## src/rtl/la_acq_trg_if.sv

```systemverilog
// Sample stream bundle for the acquisition controller: unthrottled sample input (sti_*)
// and the registered valid/ready output stream (sto_*).
interface la_acq_trg_if #(
  parameter int unsigned DW = 16
);
  logic [DW-1:0] sti_dat;
  logic          sti_vld;
  logic [DW-1:0] sto_dat;
  logic          sto_vld;
  logic          sto_rdy;
  logic          sto_lst;

  modport slave (
    input  sti_dat, sti_vld, sto_rdy,
    output sto_dat, sto_vld, sto_lst
  );

  modport master (
    output sti_dat, sti_vld, sto_rdy,
    input  sto_dat, sto_vld, sto_lst
  );
endinterface

```

## src/rtl/la_acq_trg.sv

```systemverilog
// Logic-analyzer acquisition/trigger controller: pre/post counting, level/edge/external
// triggers with Nth-occurrence and auto modes, single-register output stream with overflow.
module la_acq_trg #(
  parameter int unsigned DW = 16,
  parameter int unsigned CW = 32,
  parameter int unsigned TW = 4,
  parameter int unsigned HW = 8
) (
  input  logic          clk,
  input  logic          rstn,
  input  logic          ctl_rst,
  input  logic          ctl_acq,
  input  logic          ctl_stp,
  input  logic          cfg_aut,
  input  logic [TW-1:0] cfg_trg_src,
  input  logic [DW-1:0] cfg_cmp_msk,
  input  logic [DW-1:0] cfg_cmp_val,
  input  logic [DW-1:0] cfg_edg_pos,
  input  logic [DW-1:0] cfg_edg_neg,
  input  logic [CW-1:0] cfg_pre,
  input  logic [CW-1:0] cfg_pst,
  input  logic [HW-1:0] cfg_hit,
  input  logic [TW-2:0] ext_trg,
  la_acq_trg_if.slave   smp,
  output logic          sts_run,
  output logic          sts_trg,
  output logic          sts_ovf,
  output logic [CW-1:0] sts_cnt_pre,
  output logic [CW-1:0] sts_cnt_pst,
  output logic          trg_out
);

  typedef enum logic [1:0] {StIdle, StPre, StArm, StPost} state_e;

  state_e        state_q, state_d;
  logic [CW-1:0] cnt_pre_q, cnt_pre_d, cnt_pst_q, cnt_pst_d;
  logic [HW-1:0] hit_q, hit_d;
  logic          trg_q, trg_d, ovf_q, ovf_d, tpl_q, tpl_d;
  logic [DW-1:0] prv_q, prv_d, dat_q, dat_d;
  logic          vld_q, vld_d, lst_q, lst_d;

  logic          lvl, edg, int_ev, qev, fwd, last;
  logic [CW-1:0] pre_inc, pst_inc;
  logic [HW-1:0] hit_inc;

  assign lvl = ~|((smp.sti_dat ^ cfg_cmp_val) & cfg_cmp_msk);
  // With no edge enables the edge term must not block the level compare.
  assign edg = ~|(cfg_edg_pos | cfg_edg_neg)
             | (|(cfg_edg_pos & smp.sti_dat & ~prv_q))
             | (|(cfg_edg_neg & ~smp.sti_dat & prv_q));
  assign int_ev = lvl & edg & smp.sti_vld;
  assign qev    = |(cfg_trg_src & {ext_trg, int_ev});

  assign pre_inc = (&cnt_pre_q) ? cnt_pre_q : cnt_pre_q + CW'(1);
  assign pst_inc = (&cnt_pst_q) ? cnt_pst_q : cnt_pst_q + CW'(1);
  assign hit_inc = (&hit_q) ? hit_q : hit_q + HW'(1);

  always_comb begin
    state_d   = state_q;
    cnt_pre_d = cnt_pre_q;
    cnt_pst_d = cnt_pst_q;
    hit_d     = hit_q;
    trg_d     = trg_q;
    ovf_d     = ovf_q;
    tpl_d     = 1'b0;
    prv_d     = smp.sti_vld ? smp.sti_dat : prv_q;
    dat_d     = dat_q;
    vld_d     = vld_q & ~smp.sto_rdy;
    lst_d     = lst_q;
    fwd       = 1'b0;
    last      = 1'b0;

    if (ctl_rst) begin
      state_d   = StIdle;
      cnt_pre_d = '0;
      cnt_pst_d = '0;
      hit_d     = '0;
      trg_d     = 1'b0;
      ovf_d     = 1'b0;
      prv_d     = '0;
      dat_d     = '0;
      vld_d     = 1'b0;
      lst_d     = 1'b0;
    end else if (ctl_stp) begin
      // Counters and any pending output survive a stop.
      state_d = StIdle;
    end else begin
      case (state_q)
        StIdle: begin
          if (ctl_acq) begin
            state_d   = StPre;
            cnt_pre_d = '0;
            cnt_pst_d = '0;
            hit_d     = '0;
            trg_d     = 1'b0;
          end
        end
        StPre: begin
          if (smp.sti_vld) begin
            fwd       = 1'b1;
            cnt_pre_d = pre_inc;
          end
          if (cnt_pre_q >= cfg_pre) state_d = StArm;
        end
        StArm: begin
          if (smp.sti_vld) begin
            fwd       = 1'b1;
            cnt_pre_d = pre_inc;
          end
          if (qev) hit_d = hit_inc;
          if (cfg_aut || (qev && (hit_q == cfg_hit))) begin
            trg_d = 1'b1;
            tpl_d = 1'b1;
            if (cfg_pst == '0) begin
              state_d = StIdle;
              last    = smp.sti_vld;
            end else begin
              state_d = StPost;
            end
          end
        end
        StPost: begin
          if (smp.sti_vld) begin
            fwd       = 1'b1;
            cnt_pst_d = pst_inc;
            if (pst_inc >= cfg_pst) begin
              last    = 1'b1;
              state_d = StIdle;
            end
          end
        end
        default: state_d = StIdle;
      endcase

      if (fwd) begin
        if (!vld_q || smp.sto_rdy) begin
          dat_d = smp.sti_dat;
          vld_d = 1'b1;
          lst_d = last;
        end else begin
          // Dropped sample still ends the run: tag the one already waiting.
          ovf_d = 1'b1;
          lst_d = lst_q | last;
        end
      end
    end
  end

  always_ff @(posedge clk) begin
    if (!rstn) begin
      state_q   <= StIdle;
      cnt_pre_q <= '0;
      cnt_pst_q <= '0;
      hit_q     <= '0;
      trg_q     <= 1'b0;
      ovf_q     <= 1'b0;
      tpl_q     <= 1'b0;
      prv_q     <= '0;
      dat_q     <= '0;
      vld_q     <= 1'b0;
      lst_q     <= 1'b0;
    end else begin
      state_q   <= state_d;
      cnt_pre_q <= cnt_pre_d;
      cnt_pst_q <= cnt_pst_d;
      hit_q     <= hit_d;
      trg_q     <= trg_d;
      ovf_q     <= ovf_d;
      tpl_q     <= tpl_d;
      prv_q     <= prv_d;
      dat_q     <= dat_d;
      vld_q     <= vld_d;
      lst_q     <= lst_d;
    end
  end

  assign sts_run     = (state_q != StIdle);
  assign sts_trg     = trg_q;
  assign sts_ovf     = ovf_q;
  assign sts_cnt_pre = cnt_pre_q;
  assign sts_cnt_pst = cnt_pst_q;
  assign trg_out     = tpl_q;
  assign smp.sto_dat = dat_q;
  assign smp.sto_vld = vld_q;
  assign smp.sto_lst = lst_q;

endmodule
```

## src/flat_wrapper.sv

```systemverilog
// flat-port wrapper written by rule: the top's interface ports become plain ports
module la_acq_trg_flat 
#(
  parameter int unsigned DW = 16,
  parameter int unsigned CW = 32,
  parameter int unsigned TW = 4,
  parameter int unsigned HW = 8
)
  (clk, rstn, ctl_rst, ctl_acq, ctl_stp, cfg_aut, cfg_trg_src, cfg_cmp_msk, cfg_cmp_val, cfg_edg_pos, cfg_edg_neg, cfg_pre, cfg_pst, cfg_hit, ext_trg, sts_run, sts_trg, sts_ovf, sts_cnt_pre, sts_cnt_pst, trg_out, smp_sti_dat, smp_sti_vld, smp_sto_rdy, smp_sto_dat, smp_sto_vld, smp_sto_lst);
  la_acq_trg_if #(.DW(DW)) smp_i ();
  input  logic clk;
  input  logic rstn;
  input  logic ctl_rst;
  input  logic ctl_acq;
  input  logic ctl_stp;
  input  logic cfg_aut;
  input  logic [TW-1:0] cfg_trg_src;
  input  logic [DW-1:0] cfg_cmp_msk;
  input  logic [DW-1:0] cfg_cmp_val;
  input  logic [DW-1:0] cfg_edg_pos;
  input  logic [DW-1:0] cfg_edg_neg;
  input  logic [CW-1:0] cfg_pre;
  input  logic [CW-1:0] cfg_pst;
  input  logic [HW-1:0] cfg_hit;
  input  logic [TW-2:0] ext_trg;
  output logic sts_run;
  output logic sts_trg;
  output logic sts_ovf;
  output logic [CW-1:0] sts_cnt_pre;
  output logic [CW-1:0] sts_cnt_pst;
  output logic trg_out;
  input wire logic [$bits(smp_i.sti_dat)-1:0] smp_sti_dat;
  input wire logic [$bits(smp_i.sti_vld)-1:0] smp_sti_vld;
  input wire logic [$bits(smp_i.sto_rdy)-1:0] smp_sto_rdy;
  output wire logic [$bits(smp_i.sto_dat)-1:0] smp_sto_dat;
  output wire logic [$bits(smp_i.sto_vld)-1:0] smp_sto_vld;
  output wire logic [$bits(smp_i.sto_lst)-1:0] smp_sto_lst;
  assign smp_i.sti_dat = smp_sti_dat;
  assign smp_i.sti_vld = smp_sti_vld;
  assign smp_i.sto_rdy = smp_sto_rdy;
  assign smp_sto_dat = smp_i.sto_dat;
  assign smp_sto_vld = smp_i.sto_vld;
  assign smp_sto_lst = smp_i.sto_lst;
  la_acq_trg #(.DW(DW), .CW(CW), .TW(TW), .HW(HW)) u_core (.clk(clk), .rstn(rstn), .ctl_rst(ctl_rst), .ctl_acq(ctl_acq), .ctl_stp(ctl_stp), .cfg_aut(cfg_aut), .cfg_trg_src(cfg_trg_src), .cfg_cmp_msk(cfg_cmp_msk), .cfg_cmp_val(cfg_cmp_val), .cfg_edg_pos(cfg_edg_pos), .cfg_edg_neg(cfg_edg_neg), .cfg_pre(cfg_pre), .cfg_pst(cfg_pst), .cfg_hit(cfg_hit), .ext_trg(ext_trg), .smp(smp_i), .sts_run(sts_run), .sts_trg(sts_trg), .sts_ovf(sts_ovf), .sts_cnt_pre(sts_cnt_pre), .sts_cnt_pst(sts_cnt_pst), .trg_out(trg_out));
endmodule
```

## config.mk

```make
export PLATFORM = sky130hd
export DESIGN_NAME = la_acq_trg_flat
export DESIGN_NICKNAME = d
export VERILOG_FILES = /design/src/rtl/la_acq_trg_if.sv /design/src/rtl/la_acq_trg.sv /design/src/flat_wrapper.sv
export SDC_FILE = /design/constraint.sdc
export NUM_CORES = 1
export LEC_CHECK = 0
export BUFFER_PORTS_ARGS = -buffer_cell sky130_fd_sc_hd__buf_2
export CORE_UTILIZATION = 30
export DETAILED_ROUTE_END_ITERATION = 12
export HOLD_SLACK_MARGIN = 0.12
export SLEW_MARGIN = 0
export SYNTH_ARGS = -nofsm -noshare
export SYNTH_HDL_FRONTEND = slang
export SYNTH_SLANG_ARGS = --single-unit
```

## constraint.sdc

```tcl
create_clock -name clk -period 5.3 [get_ports clk]
set_clock_uncertainty 0.1 [all_clocks]
set_input_delay 1.59 -clock clk [delete_from_list [all_inputs] [get_ports clk]]
set_output_delay 1.59 -clock clk [all_outputs]
set_load 0.01 [all_outputs]
```

==> results of run 1 <==
kinds of logic (layout without fill, tap and decap cells):
| family | count (synthesis) | in the layout | synth area share |
|---|---|---|---|
| fa+ha+maj | 71 | 71 | 0.1131 |
| flops | 111 | 111 | 0.2830 |
| compound gates | 208 | 208 | 0.1574 |
| mux | 20 | 20 | 0.02565 |
| simple gates | 426 | 426 | 0.2766 |
| xor+xnor | 83 | 83 | 0.09258 |
| buf+inv | 107 | 353 | 0.05163 |
cells in the final DEF, fill, tap and decap left out, types with 14 or more instances in the layout:
| master | synthesis | layout |
|---|---|---|
| nand3_1 | 46 | 46 |
| or3_1 | 16 | 16 |
| ha_1 | 71 | 71 |
| dfxtp_1 | 111 | 111 |
| a21oi_1 | 85 | 85 |
| nor3_1 | 21 | 21 |
| nand4_1 | 27 | 27 |
| buf_2 | 3 | 252 |
| mux2i_1 | 19 | 19 |
| a21o_1 | 14 | 14 |
| inv_1 | 77 | 77 |
| nand2_1 | 124 | 124 |
| xnor2_1 | 33 | 33 |
| nand3b_1 | 16 | 16 |
| o21ai_0 | 45 | 45 |
| xor2_1 | 50 | 50 |
| nor4_1 | 29 | 29 |
| nor2_1 | 89 | 89 |
worst register-to-register path: cells and delay by family (launching register included):
family	cells	cell delay (ns)
AOI/OAI and AO/OA	6	1.74
adders and majority gates	1	0.28
DFF	1	0.47
muxes	1	0.39
and+or+nand+nor	5	1.48
worst min-delay path by stage:
stage / cells after the start / slack [ns] / endpoint / from
final: 2 / 0.36 / u_core.smp.sto_dat[11]$_SDFFE_PP0P_ / u_core.smp.sto_dat[11]$_SDFFE_PP0P_
after global routing: 2 / 0.38 / u_core.smp.sto_dat[14]$_SDFFE_PP0P_ / u_core.smp.sto_dat[14]$_SDFFE_PP0P_
after CTS: 2 / 0.36 / u_core.smp.sto_dat[7]$_SDFFE_PP0P_ / u_core.smp.sto_dat[7]$_SDFFE_PP0P_
after detailed placement: 2 / 0.34 / u_core.smp.sto_dat[7]$_SDFFE_PP0P_ / u_core.smp.sto_dat[7]$_SDFFE_PP0P_
after global placement: 2 / 0.34 / u_core.smp.sto_dat[13]$_SDFFE_PP0P_ / u_core.smp.sto_dat[13]$_SDFFE_PP0P_
after floorplan: 2 / 0.36 / u_core.sts_trg$_SDFFE_PP0P_ / u_core.sts_trg$_SDFFE_PP0P_
metal layers:
metal | vias to the layer above | track usage | share of wire
li1 | 4143 | - | -
met1 | 3771 | 0.2567 | 0.47
met2 | 253 | 0.3037 | 0.46
met3 | 38 | 0.02955 | 0.052
met4 | 0 | 0.05766 | 0.022
met5 | - | 0 | 0
state kept, by name, indices dropped and copies added (netlist names):
| register | cells |
|---|---|
| u_core.hit_q | 8 |
| u_core.prv_q | 16 |
| u_core.smp.sto_dat | 16 |
| u_core.smp.sto_lst | 1 |
| u_core.smp.sto_vld | 1 |
| u_core.state_q | 2 |
| u_core.sts_cnt_pre | 32 |
| u_core.sts_cnt_pst | 32 |
| u_core.sts_ovf | 1 |
| u_core.sts_trg | 1 |
| u_core.trg_out | 1 |
layout make-up:
cell class,count,area (um^2),area share
Multi-Input combinational cell,808,5228,0.5354
Timing Repair Buffer,260,1321,0.1353
Tap cell,330,412.9,0.04229
Clock inverter,6,51.30,0.005254
Inverter,77,289.0,0.02960
Clock buffer,10,239.0,0.02448
Sequential cell,111,2222,0.2276
metrics by stage:
stage	hold slack, ns	util	setup WS [ns]	instances
2_1_floorplan	0.3625	-	1.279	1026
3_3_place_gp	0.3399	0.3730	0.8899	1586
3_5_place_dp	0.3447	0.3730	0.8473	1586
4_1_cts	0.3572	0.3844	0.8230	1602
5_1_grt	0.3838	0.3844	0.4675	1602
6_report	0.3573	0.3844	0.7702	1602
power groups by stage:
stage	Combinational, mW	Clock [mW]	Sequential (mW)
final	0.227	0.701	0.841
after floorplan	0.107	0	0.860
after CTS	0.227	0.725	0.841
after detailed placement	0.226	0	0.861
after global placement	0.224	0	0.861
after global routing	0.250	0.754	0.842
==> summary.md, run 1 <==
| Metric | Value |
|---|---|
| Synth top area cells | `dfxtp_1 28%, ha_1 11%, nand2_1 5.9%` |
| CP Class | `flip-flop to flip-flop` |
| Synth Flop Type | `dfxtp_1` |
| Starting Density | `0.3092` |
| R2r setup slk | `0.77 ns` |
| Final TNS setup | `0 ns` |
| Buffers on Ports | `between 200 and 300` |
| Final hold vios | `0` |
| CP max stage cell | `a2111oi_0` |
| Synthesized flop and latch total | `between 100 and 150` |
| Critical-path maximum fanout | `9` |
| Critical Path AT | `4.72 ns` |
| Cell area after synthesis | `7853 um^2` |
| CTS Hold Bufs | `0` |
| Setup bufs post-CTS | `0` |
| Most instantiated cells after synthesis | `124 x nand2_1, 111 x dfxtp_1, 89 x nor2_1, 85 x a21oi_1, 77 x inv_1` |
| PostCTS Resize Cnt | `0` |
| DRT iter0 DRCs | `511` |
| Status | `complete, no violations` |
| Final min period | `between 4 and 5 ns` |
| # DRC | `0` |
| Layout Nets | `1505` |
| Root Buffer | `clkbuf_16` |
| Total track usage | `0.1884` |
| Clk pwr share | `0.397` |
| WP data required | `between 5 and 6 ns` |
| H-tree depth | `3` |
| Via/cell ratio | `roughly 5` |
| Share of cells above drive strength 1 | `0.2303` |
| CTS tree | `done` |
| Total gr overflow | `0` |
| I/O pin cnt | `approximately 250` |
| Stages on worst setup path | `13` |
| Period utilisation layout | `0.8547` |
| CP most frequent cell | `o22ai_1` |
| Final setup viols | `0` |
| Worst setup SP type | `flip-flop` |
| Die height | `163.8 um` |
| Largest net degree at the start of global routing | `36` |
| Synthesized instance count | `1026` |
| Number of max-cap violations | `0` |
| Delay of the slowest cell on the worst path | `between 0.6 and 0.7 ns` |
| Initial antenna violation count | `0` |
| Setup crit start | `u_core.sts_cnt_pst[12]$_SDFFE_PP0P_` |
| Crit path to | `u_core.state_q[1]$_SDFFE_PP0P_` |
| ANT cells | `0` |
| Number of cell rows | `58` |
| Unique masters post-synth | `59` |
| Leak | `4.498 nW` |
| EDFF count, synth | `0` |
| Sw power | `494.0 uW` |
| Vias | `between 8000 and 9000` |
| Largest area contributor in the netlist | `dfxtp_1` |
| Syn nets | `around 1300` |
| Die Width | `163.8 um` |
| Core area | `25400 um^2` |
| Peak VDD IR | `0.1282 mV` |
| Sw Ratio | `0.2793` |
| Final Slew Violations | `0` |
| Final Cell Area | `9763 um^2` |
| YS warnings | `0` |
| Slew HR | `0.1453` |
| Pint | `about 1.3 mW` |
| Largest delay share family, worst path | `compound AO/OA/AOI/OAI gates` |
| Detail Placement HPWL | `20370 um` |
| Unrepaired setup endpoints after global routing | `no` |
| Die area | `about 27000 um^2` |
| Comb power frac | `0.128` |
| Dpl cell area | `9473 um^2` |
| Worst-Margin Slew | `1.282 ns` |
| CTS Buffer Depth | `2` |
| Register area share after synthesis | `0.2830` |
| Reg power frac | `0.475` |
| Critical R2R Launch | `u_core.sts_cnt_pst[12]$_SDFFE_PP0P_` |
| Cells on worst reg2reg path | `13` |
| Overall Power | `between 1.5 and 2 mW` |
| Number of global-route vias before repair | `7419` |
| Worst path cell trace | `and4_1 -> nand4_1 -> or4_4 -> nor2_4 -> mux2_2 -> ha_1 -> a2111oi_0 -> o22ai_1 -> o31a_1 -> o211ai_1 -> a211oi_1 -> and3_1 -> o22ai_1` |
| Area Overhead vs Synth | `24.33%` |
| WL final | `25830 um` |
| Share of the synthesized area in the top cell type | `0.2830` |
| Worst skew pair latency | `0.37 ns` |
| PD cells | `roughly 180 nW/um^2` |
| Buffers & Inverters on Critical Path | `0` |
| Hold Crit Class | `flip-flop to flip-flop` |
| Most common cell in the netlist | `nand2_1` |
| Sink Count | `approximately 110` |
| Crit. End Element | `flip-flop` |
| Remaining antenna violation count | `0` |
| Highest clock rate | `approximately 220 MHz` |
| Total iterations of the first detailed-routing run | `5` |
| First-pass GRT wire length | `39430 um` |
| R2R Path End | `u_core.state_q[1]$_SDFFE_PP0P_` |
| Routability cong. | `about 0.9` |
| WL/cell | `16.12 um` |
| Syn_area_per_cell | `around 7.7 um^2` |
| Filler cells | `2711` |
| CTS Buf Count | `9` |
| Asr flop ratio synth | `0` |
| Reg clk slew, reported paths | `0.09 ns` |
No activity file was read; power rests on OpenSTA's default activity.
==> run 2: changes to the inputs <==
--- a/config.mk
+++ b/config.mk
@@ -6,9 +6,12 @@
 export NUM_CORES = 1
 export LEC_CHECK = 0
 export BUFFER_PORTS_ARGS = -buffer_cell sky130_fd_sc_hd__buf_2
+export CELL_PAD_IN_SITES_DETAIL_PLACEMENT = 1
+export CELL_PAD_IN_SITES_GLOBAL_PLACEMENT = 1
 export CORE_UTILIZATION = 30
 export DETAILED_ROUTE_END_ITERATION = 12
 export HOLD_SLACK_MARGIN = 0.12
+export PLACE_DENSITY_LB_ADDON = 0.1
 export SLEW_MARGIN = 0
 export SYNTH_ARGS = -nofsm -noshare
 export SYNTH_HDL_FRONTEND = slang
==> run 2 against run 1 <==
Compared with the run above: sequential power hardly changed; critical endpoint unchanged; highest routed layer unchanged; combinational power is 2% higher; largest power group unchanged; maximum frequency decreased by 3.2%.
==> summary.md, run 2 (synthesized netlist as in run 1, its figures left out) <==
| Metric | Value |
|---|---|
| CP Class | `flip-flop to flip-flop` |
| HP Start | `u_core.smp.sto_dat[12]$_SDFFE_PP0P_` |
| Largest net degree at the start of global routing | `41` |
| Total gr overflow | `0` |
| First-pass GRT wire length | `43820 um` |
| Non-filler instance count after layout | `1604` |
| Final setup viols | `0` |
| Cell count of the worst hold path | `2` |
| Final hold vios | `0` |
| CTS Buffer Depth | `2` |
| Starting Density | `0.3092` |
| Total iterations of the first detailed-routing run | `4` |
| Vias | `between 8000 and 9000` |
| Sink Count | `around 110` |
| H-tree depth | `3` |
| Unrepaired setup endpoints after global routing | `no` |
| Share of cells above drive strength 1 | `0.2308` |
| R2r setup slk | `0.62 ns` |
| Remaining antenna violation count | `0` |
| Period utilisation layout | `0.8826` |
| Number of max-cap violations | `0` |
| Final min period | `around 4.7 ns` |
| DRT iter0 DRCs | `300` |
| Layout Nets | `between 1500 and 2000` |
| WL final | `28180 um` |
| # DRC | `0` |
| Slew HR | `0.2584` |
| Reg power frac | `0.466` |
| Detail Placement HPWL | `approximately 23000 um` |
| Comb power frac | `0.128` |
| Worst path cell trace | `ha_1 -> nand2_1 -> nor3_1 -> a21oi_1 -> nand2_1 -> xnor2_1 -> ha_1 -> nand4_1 -> or4_1 -> o22ai_1 -> o31a_1 -> o211ai_1 -> a211oi_1 -> and3_1 -> o22ai_1` |
| CP max stage cell | `a21oi_1` |
| Critical Path AT | `4.83 ns` |
| PostCTS Resize Cnt | `0` |
| Root Buffer | `clkbuf_16` |
| CTS Hold Bufs | `0` |
| Cells on worst reg2reg path | `15` |
| Most frequent cells in the layout | `252 x buf_2, 124 x nand2_1, 111 x dfxtp_1` |
| Hold Crit Class | `flip-flop to flip-flop` |
| Initial antenna violation count | `1` |
| Final TNS setup | `0 ns` |
| Area Overhead vs Synth | `24.70%` |
| Min-Delay Endpoint | `u_core.smp.sto_dat[12]$_SDFFE_PP0P_` |
| CTS Buf Count | `9` |
| Pint | `1.313 mW` |
| Number of cell rows | `58` |
| Via/cell ratio | `5.102` |
| Sw power | `493.2 uW` |
| Total track usage | `0.2096` |
| Routability cong. | `0.8279` |
| WL/cell | `about 18 um` |
| PD cells | `~180 nW/um^2` |
| Die height | `163.8 um` |
| Die area | `26830 um^2` |
| Reg clk slew, reported paths | `0.08 ns` |
| Worst skew pair latency | `0.36 ns` |
| Number of global-route vias before repair | `approximately 8000` |
| Critical-path maximum fanout | `9` |
| Most common cell after layout, fill and taps aside | `buf_2` |
| Highest clock rate | `about 210 MHz` |
| R2R Path End | `u_core.state_q[1]$_SDFFE_PP0P_` |
| CTS tree | `done` |
| WP data required | `5.45 ns` |
| Final worst setup slack | `roughly 0.62 ns` |
| Status | `complete, no violations` |
| Setup bufs post-CTS | `0` |
| Crit. End Element | `flip-flop` |
| Sw Ratio | `0.2730` |
| Hold Worst Slack | `approximately 0.35 ns` |
| Inst Count DP | `1588` |
| Critical R2R Launch | `u_core.sts_cnt_pst[0]$_SDFFE_PP0P_` |
| Pre-CTS setup slack | `0.6713 ns` |
| Worst setup SP type | `flip-flop` |
| Peak VDD IR | `0.1321 mV` |
| Leak | `about 4.5 nW` |
| Die Width | `between 150 and 200 um` |
| Core area | `about 25000 um^2` |
| ANT cells | `0` |
| Clk pwr share | `0.406` |
| Final Slew Violations | `0` |
| I/O pin cnt | `253` |
| Buffers on Ports | `252` |
| Delay of the slowest cell on the worst path | `0.78 ns` |
| Worst-Margin Slew | `1.108 ns` |
run 2: cell type report:
type,count,area (um^2)
Timing Repair Buffer,262,1336
Tap cell,330,412.9
Multi-Input combinational cell,808,5228
Clock buffer,10,229.0
Sequential cell,111,2222
Clock inverter,6,75.07
Inverter,77,289.0
Fill cell,3241,15610
run 2: metrics by stage:
step,cell area [um^2],total power [mW],util
finish,9792,1.806,0.3855
global route,9792,1.893,0.3855
CTS,9792,1.840,0.3855
detailed placement,9488,1.093,0.3735
global placement,9488,1.091,0.3735
floorplan,7853,0.9671,-
run 2: worst max path at each step:
stage / end / slack [ns] / from / cells after the start
floorplan: u_core.state_q[1]$_SDFFE_PP0P_ / 1.28 / u_core.sts_cnt_pst[3]$_SDFFE_PP0P_ / 17
global placement: u_core.state_q[1]$_SDFFE_PP0P_ / 0.78 / cfg_pre[31] / 11
detailed placement: u_core.state_q[1]$_SDFFE_PP0P_ / 0.67 / u_core.sts_cnt_pst[0]$_SDFFE_PP0P_ / 15
CTS: u_core.state_q[1]$_SDFFE_PP0P_ / 0.64 / u_core.sts_cnt_pst[0]$_SDFFE_PP0P_ / 15
global route: u_core.state_q[1]$_SDFFE_PP0P_ / 0.17 / u_core.sts_cnt_pst[0]$_SDFFE_PP0P_ / 15
finish: u_core.state_q[1]$_SDFFE_PP0P_ / 0.62 / u_core.sts_cnt_pst[0]$_SDFFE_PP0P_ / 15
run 2: routing by layer:
layer	part of all wire	up-vias	wire, um	GRT usage
li1	-	4140	-	-
met1	0.47	3827	13300	0.2810
met2	0.47	192	13120	0.3473
met3	0.044	25	1251	0.02854
met4	0.018	0	515	0.06313
met5	0	-	0	0
run 2: power by group through the flow:
| stage | sequential, mW | clock (mW) | combinational, mW |
|---|---|---|---|
| after floorplan | 0.860 | 0 | 0.107 |
| after global placement | 0.861 | 0 | 0.230 |
| after detailed placement | 0.861 | 0 | 0.232 |
| after CTS | 0.842 | 0.765 | 0.234 |
| after global routing | 0.842 | 0.793 | 0.258 |
| final | 0.842 | 0.733 | 0.231 |
run 2: critical path: cells and delay by family (launching register included):
kind	cells	cell delay, ns
and+or+nand+nor	6	1.56
xor gates and xnor gates	1	0.18
adders and majority gates	2	0.57
AOI/OAI and AO/OA	6	1.81
DFF	1	0.37
